<file path="config.mk">
export PLATFORM = sky130hd
export DESIGN_NAME = instr_sequencer
export DESIGN_NICKNAME = d
export VERILOG_FILES = /design/src/rtl/instr_sequencer.sv
export SDC_FILE = /design/constraint.sdc
export NUM_CORES = 1
export LEC_CHECK = 0
export BUFFER_PORTS_ARGS = -buffer_cell sky130_fd_sc_hd__buf_4
export CORE_MARGIN = 1
export CORE_UTILIZATION = 44
export CTS_BUF_LIST = sky130_fd_sc_hd__clkbuf_16
export CTS_CLUSTER_DIAMETER = 120
export CTS_CLUSTER_SIZE = 10
export DETAILED_ROUTE_END_ITERATION = 6
export PLACE_DENSITY = 0.79
export SETUP_SLACK_MARGIN = 0.3
export SLEW_MARGIN = 20
export SYNTH_ARGS = -nofsm -noshare
export SYNTH_HDL_FRONTEND = slang
export SYNTH_SLANG_ARGS = --single-unit
</file>
<file path="constraint.sdc">
create_clock -name clk -period 1.75 [get_ports clk]
set_input_delay 0 -clock clk [delete_from_list [all_inputs] [get_ports clk]]
set_output_delay 0 -clock clk [all_outputs]
set_load 0.05 [all_outputs]
</file>
<file path="src/rtl/instr_sequencer.sv">
// ---------------------------------------------------------------------------
// instr_sequencer
// Multi-cycle instruction sequencer. Fetches a 53-bit instruction word over a
// request/ack handshake, latches it into the instruction register, then steps
// through decode, register read, ALU execute and write-back. An opcode of 4'hF
// halts the machine. A fetch that is never acknowledged ends in a sticky fault
// that only reset clears.
//
// Ports
//   clk         in   1      rising-edge clock
//   rst_n       in   1      asynchronous active-low reset
//   start       in   1      level; starts from IDLE, restarts at pc=0 from HALT
//   imem_req    out  1      fetch request, high for every FETCH cycle
//   imem_addr   out  PC_W   fetch address, always equal to pc
//   imem_rdata  in   53     instruction word, sampled only with imem_ack
//   imem_ack    in   1      fetch completion strobe
//   ir          out  53     instruction register
//   rf_rd_en    out  1      register-file read strobe (READ)
//   alu_start   out  1      ALU launch pulse (first EXEC cycle)
//   alu_done    in   1      ALU completion strobe
//   rf_wr_en    out  1      register-file write strobe (WB, gated by ir[15])
//   pc          out  PC_W   program counter
//   busy        out  1      FETCH/DECODE/READ/EXEC/WB
//   halted      out  1      HALT
//   fault       out  1      FAULT
// ---------------------------------------------------------------------------
module instr_sequencer #(
  parameter int PC_W        = 8,
  parameter int ACK_TIMEOUT = 15
) (
  input  logic            clk,
  input  logic            rst_n,
  input  logic            start,
  output logic            imem_req,
  output logic [PC_W-1:0] imem_addr,
  input  logic [52:0]     imem_rdata,
  input  logic            imem_ack,
  output logic [52:0]     ir,
  output logic            rf_rd_en,
  output logic            alu_start,
  input  logic            alu_done,
  output logic            rf_wr_en,
  output logic [PC_W-1:0] pc,
  output logic            busy,
  output logic            halted,
  output logic            fault
);

  localparam int CNT_W = $clog2(ACK_TIMEOUT + 1);
  // Last wait-count value at which a missing ack still leaves FETCH alive.
  localparam logic [CNT_W-1:0] CNT_LAST = CNT_W'(ACK_TIMEOUT - 1);
  localparam logic [3:0]       OP_HALT  = 4'hF;

  typedef enum logic [2:0] {
    S_IDLE   = 3'd0,
    S_FETCH  = 3'd1,
    S_DECODE = 3'd2,
    S_READ   = 3'd3,
    S_EXEC   = 3'd4,
    S_WB     = 3'd5,
    S_HALT   = 3'd6,
    S_FAULT  = 3'd7
  } state_t;

  state_t            r_state;
  logic [PC_W-1:0]   r_pc;
  logic [52:0]       r_ir;
  logic [CNT_W-1:0]  r_wait_cnt;
  logic              r_imem_req;
  logic              r_rf_rd_en;
  logic              r_alu_start;
  logic              r_rf_wr_en;
  logic              r_busy;
  logic              r_halted;
  logic              r_fault;

  state_t            w_state_nxt;
  logic [PC_W-1:0]   w_pc_nxt;
  logic [52:0]       w_ir_nxt;
  logic [CNT_W-1:0]  w_wait_cnt_nxt;
  logic              w_imem_req_nxt;
  logic              w_rf_rd_en_nxt;
  logic              w_alu_start_nxt;
  logic              w_rf_wr_en_nxt;
  logic              w_busy_nxt;
  logic              w_halted_nxt;
  logic              w_fault_nxt;

  logic [3:0]        w_opcode;
  logic              w_load_imm;

  assign w_opcode   = r_ir[20:17];
  assign w_load_imm = r_ir[16];

  // Next-state, datapath and next-output decode.
  always_comb begin
    w_state_nxt    = r_state;
    w_pc_nxt       = r_pc;
    w_ir_nxt       = r_ir;
    // The wait counter only carries a value while stalled in FETCH, so it is
    // automatically zero on every FETCH entry.
    w_wait_cnt_nxt = {CNT_W{1'b0}};

    case (r_state)
      S_IDLE: begin
        if (start) begin
          w_state_nxt = S_FETCH;
        end else begin
          w_state_nxt = S_IDLE;
        end
      end

      S_FETCH: begin
        // An ack always wins, including on the final allowed wait cycle.
        if (imem_ack) begin
          w_ir_nxt    = imem_rdata;
          w_state_nxt = S_DECODE;
        end else if (r_wait_cnt == CNT_LAST) begin
          w_state_nxt = S_FAULT;
        end else begin
          w_wait_cnt_nxt = r_wait_cnt + CNT_W'(1);
        end
      end

      S_DECODE: begin
        if (w_opcode == OP_HALT) begin
          w_state_nxt = S_HALT;
        end else if (w_load_imm) begin
          w_state_nxt = S_WB;
        end else begin
          w_state_nxt = S_READ;
        end
      end

      S_READ: begin
        w_state_nxt = S_EXEC;
      end

      S_EXEC: begin
        // r_alu_start is high exactly in the first EXEC cycle, which is the
        // cycle in which alu_done must be ignored.
        if (!r_alu_start && alu_done) begin
          w_state_nxt = S_WB;
        end else begin
          w_state_nxt = S_EXEC;
        end
      end

      S_WB: begin
        w_pc_nxt    = r_pc + PC_W'(1);
        w_state_nxt = S_FETCH;
      end

      S_HALT: begin
        if (start) begin
          w_pc_nxt    = {PC_W{1'b0}};
          w_state_nxt = S_FETCH;
        end else begin
          w_state_nxt = S_HALT;
        end
      end

      S_FAULT: begin
        w_state_nxt = S_FAULT;
      end

      default: begin
        w_state_nxt = S_IDLE;
      end
    endcase

    // Outputs are computed from the next state so that, once registered,
    // they line up with the state they describe.
    w_imem_req_nxt  = (w_state_nxt == S_FETCH);
    w_rf_rd_en_nxt  = (w_state_nxt == S_READ);
    w_alu_start_nxt = (w_state_nxt == S_EXEC) && (r_state != S_EXEC);
    w_rf_wr_en_nxt  = (w_state_nxt == S_WB) && w_ir_nxt[15];
    w_busy_nxt      = (w_state_nxt == S_FETCH) || (w_state_nxt == S_DECODE) ||
                      (w_state_nxt == S_READ)  || (w_state_nxt == S_EXEC)   ||
                      (w_state_nxt == S_WB);
    w_halted_nxt    = (w_state_nxt == S_HALT);
    w_fault_nxt     = (w_state_nxt == S_FAULT);
  end

  // State, datapath and output registers; reset clears everything at once.
  always_ff @(posedge clk or negedge rst_n) begin
    if (!rst_n) begin
      r_state     <= S_IDLE;
      r_pc        <= {PC_W{1'b0}};
      r_ir        <= 53'd0;
      r_wait_cnt  <= {CNT_W{1'b0}};
      r_imem_req  <= 1'b0;
      r_rf_rd_en  <= 1'b0;
      r_alu_start <= 1'b0;
      r_rf_wr_en  <= 1'b0;
      r_busy      <= 1'b0;
      r_halted    <= 1'b0;
      r_fault     <= 1'b0;
    end else begin
      r_state     <= w_state_nxt;
      r_pc        <= w_pc_nxt;
      r_ir        <= w_ir_nxt;
      r_wait_cnt  <= w_wait_cnt_nxt;
      r_imem_req  <= w_imem_req_nxt;
      r_rf_rd_en  <= w_rf_rd_en_nxt;
      r_alu_start <= w_alu_start_nxt;
      r_rf_wr_en  <= w_rf_wr_en_nxt;
      r_busy      <= w_busy_nxt;
      r_halted    <= w_halted_nxt;
      r_fault     <= w_fault_nxt;
    end
  end

  assign imem_req  = r_imem_req;
  assign imem_addr = r_pc;
  assign ir        = r_ir;
  assign rf_rd_en  = r_rf_rd_en;
  assign alu_start = r_alu_start;
  assign rf_wr_en  = r_rf_wr_en;
  assign pc        = r_pc;
  assign busy      = r_busy;
  assign halted    = r_halted;
  assign fault     = r_fault;

endmodule

</file>
==> results.txt, run 1 <==
----------------------------------------------------
[Setup path]
  R2R Path End ... ir[41]$_DFFE_PN0P_
  Setup slack, reg-to-reg ... 0.19 ns
  Setup crit end kind ... register
  Arrival time at the worst endpoint ... 1.77 ns
  Critical path fanouts, max ... 7
  Category of cells accounting for the largest share of critical-path delay ... simple AND/OR/NAND/NOR gates
  CP required ... 1.96 ns
  Slowest cell delay on critical path ... around 0.39 ns
  Start of the worst register-to-register path ... r_state[1]$_DFF_PN0_
  Number of buffers and inverters on the critical path ... 2
  Critical setup path kind ... reg2reg
  Depth of the worst register-to-register path ... 5
  Type of element launching the critical path ... register
  Cells along the critical path ... nand2b_4 -> nor3b_4 -> buf_12 -> buf_4 -> mux2_2
  Slowest cell on the critical path ... sky130_fd_sc_hd__dfrtp_1

[STA]
  Actual transition at the worst max-transition pin ... between 0.4 and 0.5 ns
  Unrepaired setup endpoints after global routing ... yes
  Clock skew ... 0.00594 ns
  Final Hold Viols ... 0
  Final period demand of the worst path ... 1.56 ns
  Portion of the clock cycle consumed by the worst path in the final layout ... around nine tenths
  Number of failing setup endpoints in the final timing report ... 0
  Maximum clock frequency ... 0.639 GHz
  Worst slew slack as a fraction of its limit ... 68.8%
  Setup tns final ... 0 ns
  Fin. max-slew vios ... 0

[Outcome]
  Status ... completed

[Clock tree]
  Clock root buffer master ... sky130_fd_sc_hd__clkbuf_16
  Clock latency reported for the late side of the worst-skew pair ... 0.33 ns
  Clock slew seen by the registers of the worst setup and hold paths ... roughly 0.06 ns
  CTS H-tree lvls ... 3
  Maximum buffer depth of the clock tree ... 2
  Clock tree from TritonCTS ... built
  Clk sinks ... 75
  TritonCTS Buffers ... 9

[Drt]
  Per-cell routed wire length ... approximately 16 um
  DRT iter0 DRCs ... 98
  Total number of vias ... 2672
  Total Wirelength ... between 8 and 9 mm
  DRC violations left ... 0
  Avg Vias per Cell ... 4.99
  Drt first pass iters ... 4
  Post-detailed-route count of antenna-violating nets ... 0

[Placed design]
  Number of input and output port buffers inserted ... 133
  Estimated wirelength of the detail-placed design ... around 5.2 mm
  Final RePlAce weighted congestion ... 0.808

[Hold path]
  Hold crit path type ... in2reg
  End point of the worst hold path ... busy$_DFF_PN0_
  Worst hold path startpoint ... start
  Worst Hold Depth ... 3

[GRT]
  Overall Global Routing Usage ... 23.0%
  Number of global-route vias before repair ... 2832
  Antenna violations before repair ... 0
  First-pass GRT wire length ... 13.3 mm
  Remaining global-route overflow ... 0
  Largest net degree at the start of global routing ... 42

[Yosys]
  Syn avg cell area ... ~14 um^2
  Post-synthesis register bit count ... 75
  Cells taking the most area after synthesis ... sky130_fd_sc_hd__dfrtp_1, sky130_fd_sc_hd__mux2_2, sky130_fd_sc_hd__buf_4, sky130_fd_sc_hd__buf_6, sky130_fd_sc_hd__a2111oi_4
  Netlist area before placement ... 3230 um^2
  Main synth FF type ... sky130_fd_sc_hd__dfrtp_1
  Async set-reset flop share out of synthesis ... 100%
  Sequential share of the synthesized area ... 58.1%
  Net count after synthesis ... 295
  Number of enable-type register cells in the synthesized netlist ... 0
  Post-synthesis instance total ... 234
  Number of distinct standard cells referenced by the synthesized netlist ... 40
  Cell type contributing the most total cell area after synthesis ... sky130_fd_sc_hd__dfrtp_1
  Share of the synthesized area in the top cell type ... 58.1%
  Total number of yosys warnings ... 0

[Floorplanning]
  Width of the die ... just under 90 um
  Vertical extent of the die ... 87.7 um
  Die footprint ... 7690 um^2
  Initial Util ... 46.5%
  Core ar. ... 6940 um^2
  Number of standard-cell rows in the floorplan ... 30
  Io pins ... 134

[Finish]
  Post-synthesis to final-layout area growth ... 67.9%
  Fill cell count ... approximately 410
  Register area ... between 1500 and 2000 um^2
  Final design utilization ... 78.1%
  Area of the multi-input gates ... roughly 1300 um^2
  Fraction of final layout cells sized beyond drive strength 1 ... 58.3%
  Number of nets in the layout ... 495
  Count of antenna diodes in the layout ... 0

[Power and ir drop]
  Power consumption ... 12.4 mW
  Static power due to leakage ... 2.49 nW
  Power density of the placed cells ... between 2000 and 2500 nW/um^2
  Peak supply drop ... 0.00128 V

[Run]
  Max-capacitance violation count ... 0

----------------------------------------------------
==> worst min-delay path: stages <==
cell and delay, ns:
sky130_fd_sc_hd__buf_4 0.14, sky130_fd_sc_hd__inv_1 0.07, sky130_fd_sc_hd__a22oi_1 0.07
==> sequential cells by signal (all words and copies together) (netlist names), 3 cells and up <==
name	flops
r_state	3
ir	53
r_wait_cnt	4
imem_addr	8
==> logic make-up (layout without fill, tap and decap cells) <==
group                      Yosys count  count (layout)  share of synthesized area [%]
AOI/OAI and AO/OA                   25              25                           6.43
and+or+nand+nor                     48              48                           8.44
muxes                               53              53                           18.6
buffers and inverters               23             228                           5.42
xor gates and xnor gates             7               7                           1.90
adders and majority gates            3               3                           1.16
DFF                                 75              75                           58.1
==> per-layer routing <==
metal  wire length [um]  global-route usage [%]  vias up
met4                248                    11.5        0
met5                  0                       0        -
met3                500                    5.66       23
met2               4520                    41.2      120
met1               3160                    25.3     1304
li1                   -                       -     1225
==> synthesized netlist by cell type, types with 2 or more instances <==
cell type                   count
sky130_fd_sc_hd__o21ai_0        4
sky130_fd_sc_hd__nand3b_1       3
sky130_fd_sc_hd__ha_1           3
sky130_fd_sc_hd__a31oi_1        2
sky130_fd_sc_hd__a21oi_1        7
sky130_fd_sc_hd__buf_4         11
sky130_fd_sc_hd__buf_2          2
sky130_fd_sc_hd__buf_6          6
sky130_fd_sc_hd__nand4_1        3
sky130_fd_sc_hd__a211oi_1       3
sky130_fd_sc_hd__nand2_1        7
sky130_fd_sc_hd__dfrtp_1       75
sky130_fd_sc_hd__mux2_2        52
sky130_fd_sc_hd__inv_1          3
sky130_fd_sc_hd__xnor2_1        6
sky130_fd_sc_hd__nand2b_1       3
sky130_fd_sc_hd__and3_1         2
sky130_fd_sc_hd__nor3_1         3
sky130_fd_sc_hd__nand3_1        4
sky130_fd_sc_hd__a2111oi_4      2
sky130_fd_sc_hd__nor2_1        14
==> cell type report <==
| cell class | count | share of cell area [%] |
|---|---|---|
| sequential | 75 | 34.9 |
| timing repair buffer | 208 | 32.8 |
| multi-input combinational | 136 | 23.5 |
| clock buffer | 9 | 4.15 |
| tap | 96 | 2.21 |
| clock inverter | 7 | 2.12 |
| inverter | 4 | 0.323 |
==> per-stage QoR <==
stage,hold slack [ns],instance area (um^2),std cells,worst slack [ns]
detailed placement,-0.0126,4340,453,0.121
floorplan,-0.296,3260,234,0.189
finish,0.00812,5430,535,0.185
CTS,0.000418,5330,532,0.181
global placement,-0.0212,4340,453,0.190
global route,0.0210,5430,535,0.116
==> repair_timing <==
| action | 4_1_cts | 5_1_grt |
|---|---|---|
| setup buffers | 9 | 1 |
| pin swaps | 4 | 6 |
| cloned | 0 | 2 |
| endpoints found under the setup margin | 48 | 63 |
| resized for setup | 10 | 13 |
| endpoints found under the hold margin | 87 | 0 |
| hold buffers | 54 | 0 |
==> cell usage in the layout (no fill, tap or decap), types with 2 or more instances in the layout <==
| master | Yosys | final |
|---|---|---|
| sky130_fd_sc_hd__a2111oi_4 | 2 | 2 |
| sky130_fd_sc_hd__a211oi_2 | 0 | 2 |
| sky130_fd_sc_hd__a21oi_1 | 7 | 5 |
| sky130_fd_sc_hd__a21oi_2 | 0 | 2 |
| sky130_fd_sc_hd__buf_12 | 0 | 3 |
| sky130_fd_sc_hd__buf_4 | 11 | 145 |
| sky130_fd_sc_hd__buf_6 | 6 | 3 |
| sky130_fd_sc_hd__bufinv_16 | 0 | 3 |
| sky130_fd_sc_hd__clkbuf_16 | 0 | 10 |
| sky130_fd_sc_hd__dfrtp_1 | 75 | 63 |
| sky130_fd_sc_hd__dfrtp_2 | 0 | 12 |
| sky130_fd_sc_hd__dlygate4sd3_1 | 0 | 54 |
| sky130_fd_sc_hd__ha_1 | 3 | 3 |
| sky130_fd_sc_hd__inv_1 | 3 | 3 |
| sky130_fd_sc_hd__mux2_2 | 52 | 52 |
| sky130_fd_sc_hd__nand2_1 | 7 | 7 |
| sky130_fd_sc_hd__nand2b_4 | 0 | 2 |
| sky130_fd_sc_hd__nand3_1 | 4 | 3 |
| sky130_fd_sc_hd__nand3b_1 | 3 | 3 |
| sky130_fd_sc_hd__nand4_1 | 3 | 3 |
| sky130_fd_sc_hd__nor2_1 | 14 | 14 |
| sky130_fd_sc_hd__nor3_2 | 0 | 2 |
| sky130_fd_sc_hd__o21ai_0 | 4 | 2 |
| sky130_fd_sc_hd__o21ai_1 | 1 | 2 |
| sky130_fd_sc_hd__xnor2_1 | 6 | 6 |
==> power by group <==
part | internal, mW | leakage, nW | switching [mW]
sequential | 2.58 | 0.896 | 0.594
combinational | 2.59 | 1.44 | 4.57
clock | 1.39 | 0.163 | 0.705
==> worst max-delay path by stage <==
stage	from	endpoint	slack (ns)	cells past startpoint
floorplan	r_state[1]$_DFF_PN0_	ir[17]$_DFFE_PN0P_	0.19	6
global placement	r_state[1]$_DFF_PN0_	ir[3]$_DFFE_PN0P_	0.19	5
detailed placement	r_state[1]$_DFF_PN0_	ir[32]$_DFFE_PN0P_	0.12	5
CTS	r_state[1]$_DFF_PN0_	ir[32]$_DFFE_PN0P_	0.18	5
global route	r_state[1]$_DFF_PN0_	ir[31]$_DFFE_PN0P_	0.12	5
finish	r_state[1]$_DFF_PN0_	ir[41]$_DFFE_PN0P_	0.19	5
No activity file was read; power rests on OpenSTA's default activity.
==> run 2, diff against run 1 <==
--- a/config.mk
+++ b/config.mk
@@ -13,6 +13,8 @@
 export CTS_CLUSTER_SIZE = 10
 export DETAILED_ROUTE_END_ITERATION = 6
 export PLACE_DENSITY = 0.79
+export RECOVER_POWER = 100
+export REMOVE_ABC_BUFFERS = 1
 export SETUP_SLACK_MARGIN = 0.3
 export SLEW_MARGIN = 20
 export SYNTH_ARGS = -nofsm -noshare
==> run 2 against run 1 <==
Compared with the run above:
- global-route usage increased by 0.35 points
- cell count grew 1.5%
- final area down 4.1%
- maximum frequency down 4.5%
- critical path type unchanged
==> results.txt, run 2 (synthesis results as in run 1) <==
----------------------------------------------------
[Drt]
  Post-detailed-route count of antenna-violating nets ... 0
  Total number of vias ... between 2000 and 3000
  DRT iter0 DRCs ... slightly above 70
  Drt first pass iters ... 4
  Total Wirelength ... around 9.4 mm
  DRC violations left ... 0
  Per-cell routed wire length ... 17.2 um
  Avg Vias per Cell ... 5.01

[Finish]
  Final design utilization ... 75.0%
  Fraction of final layout cells sized beyond drive strength 1 ... ~34%
  Post-synthesis to final-layout area growth ... 61.1%
  Fill cell count ... 530
  Number of nets in the layout ... approximately 500
  Register area ... 1880 um^2
  Most frequent cells in the layout ... sky130_fd_sc_hd__clkbuf_1, sky130_fd_sc_hd__dfrtp_1, sky130_fd_sc_hd__buf_4
  Area of the multi-input gates ... 1340 um^2
  Most common library cell in the layout ignoring fill and taps ... sky130_fd_sc_hd__clkbuf_1
  Summed area of non-filler cells in the final layout ... 5200 um^2
  Max reg flops ... 53

[STA]
  Clock skew ... 0.00927 ns
  Unrepaired setup endpoints after global routing ... yes
  Maximum clock frequency ... 0.610 GHz
  Final period demand of the worst path ... between 1.5 and 2 ns
  Worst slew slack as a fraction of its limit ... between 30% and 40%
  Actual transition at the worst max-transition pin ... roughly 0.9 ns
  Number of failing setup endpoints in the final timing report ... 0
  Final Hold Viols ... 0
  Min Hold Slack ... 0.0965 ns
  Final setup margin ... around 0.11 ns
  Fin. max-slew vios ... 0
  Portion of the clock cycle consumed by the worst path in the final layout ... a little over nine tenths

[GRT]
  GR peak layer ... met2
  Global-route track usage on met2 ... 42.4%
  Number of global-route vias before repair ... 2801
  GR Layer Usage met1 ... 26.2%
  Largest net degree at the start of global routing ... 37
  Antenna violations before repair ... 1
  First-pass GRT wire length ... 13.4 mm
  Met3 track demand over resource in global routing ... a little under 6%
  Remaining global-route overflow ... 0
  Overall Global Routing Usage ... 23.3%

[Outcome]
  Status ... completed

[Setup path]
  Critical path fanouts, max ... 6
  Depth of the worst register-to-register path ... 5
  Setup crit end kind ... register
  Type of element launching the critical path ... register
  Arrival time at the worst endpoint ... 1.85 ns
  CP required ... 1.96 ns
  Critical setup path kind ... reg2reg

[Clock tree]
  Clock root buffer master ... sky130_fd_sc_hd__clkbuf_16
  CTS H-tree lvls ... 3
  Clock tree from TritonCTS ... built
  Clock latency reported for the late side of the worst-skew pair ... 0.33 ns
  Clk sinks ... 75
  Maximum buffer depth of the clock tree ... 2
  Clock slew seen by the registers of the worst setup and hold paths ... 0.06 ns
  TritonCTS Buffers ... 9

[Floorplanning]
  Width of the die ... ~88 um
  Io pins ... approximately 130
  Die footprint ... 7690 um^2
  Vertical extent of the die ... 87.7 um
  Number of standard-cell rows in the floorplan ... 30
  Initial Util ... 46.5%
  Core ar. ... approximately 6900 um^2

[Placed design]
  Final RePlAce weighted congestion ... 0.793
  Placed Area ... between 4000 and 5000 um^2
  Worst slack, placed ... slightly below 0.07 ns
  Estimated wirelength of the detail-placed design ... 4.96 mm
  Number of input and output port buffers inserted ... 133

[Run]
  Max-capacitance violation count ... 0

[Hold path]
  Worst Hold Depth ... 4
  Hold crit path type ... in2reg

----------------------------------------------------
[run 2: cell type report]
type	count	share of cell area, %
antenna	1	0.0481
multi-input combinational	136	25.8
tap	96	2.31
inverter	4	0.337
timing repair buffer	215	29.8
clock buffer	9	4.33
clock inverter	7	1.32
sequential	75	36.1
[run 2: worst max-delay path, cell delays in order (launching register included)]
cell and delay [ns]:
sky130_fd_sc_hd__dfrtp_1 0.37, sky130_fd_sc_hd__nand2b_4 0.16, sky130_fd_sc_hd__nor3b_4 0.24, sky130_fd_sc_hd__buf_6 0.18, sky130_fd_sc_hd__clkbuf_4 0.25, sky130_fd_sc_hd__mux2_4 0.32
[run 2: final timing paths]
check                                     start                       to  slack, ns
min                                    imem_ack  r_wait_cnt[1]$_DFF_PN0_        0.1
min in group asynchronous                 rst_n         ir[15]$_DFF_PN0_       0.33
max reg2reg                r_state[1]$_DFF_PN0_       ir[48]$_DFFE_PN0P_       0.11
max                        r_state[1]$_DFF_PN0_       ir[48]$_DFFE_PN0P_       0.11
max in group asynchronous                 rst_n       ir[48]$_DFFE_PN0P_       0.39
min reg2reg                  ir[41]$_DFFE_PN0P_       ir[41]$_DFFE_PN0P_       0.49
[run 2: routing by layer]
layer / wire (um) / up-vias / part of all wire, %
met5: 0 / - / 0
met4: 265 / 0 / 2.8
met3: 533 / 22 / 5.7
met2: 4930 / 127 / 53
met1: 3640 / 1340 / 39
li1: - / 1232 / -
[run 2: repair_timing]
item                       CTS  global route
cloned                       3             4
hold buffers                55             0
hold endpoints to repair    88             0
gates resized for setup     23            54
setup endpoints to repair   62            63
pin swaps                    8             7
setup buffers                7             3
[run 2: metrics by stage]
| step | TNS, ns | cells |
|---|---|---|
| 6_report | 0 | 543 |
| 4_1_cts | 0 | 535 |
| 2_1_floorplan | -99.92 | 215 |
| 5_1_grt | 0 | 543 |
| 3_5_place_dp | 0 | 454 |
| 3_3_place_gp | 0 | 454 |
Power of run 2 is not shown: default switching activity piles up to over one toggle a cycle in this logic, so the estimate is an artifact.
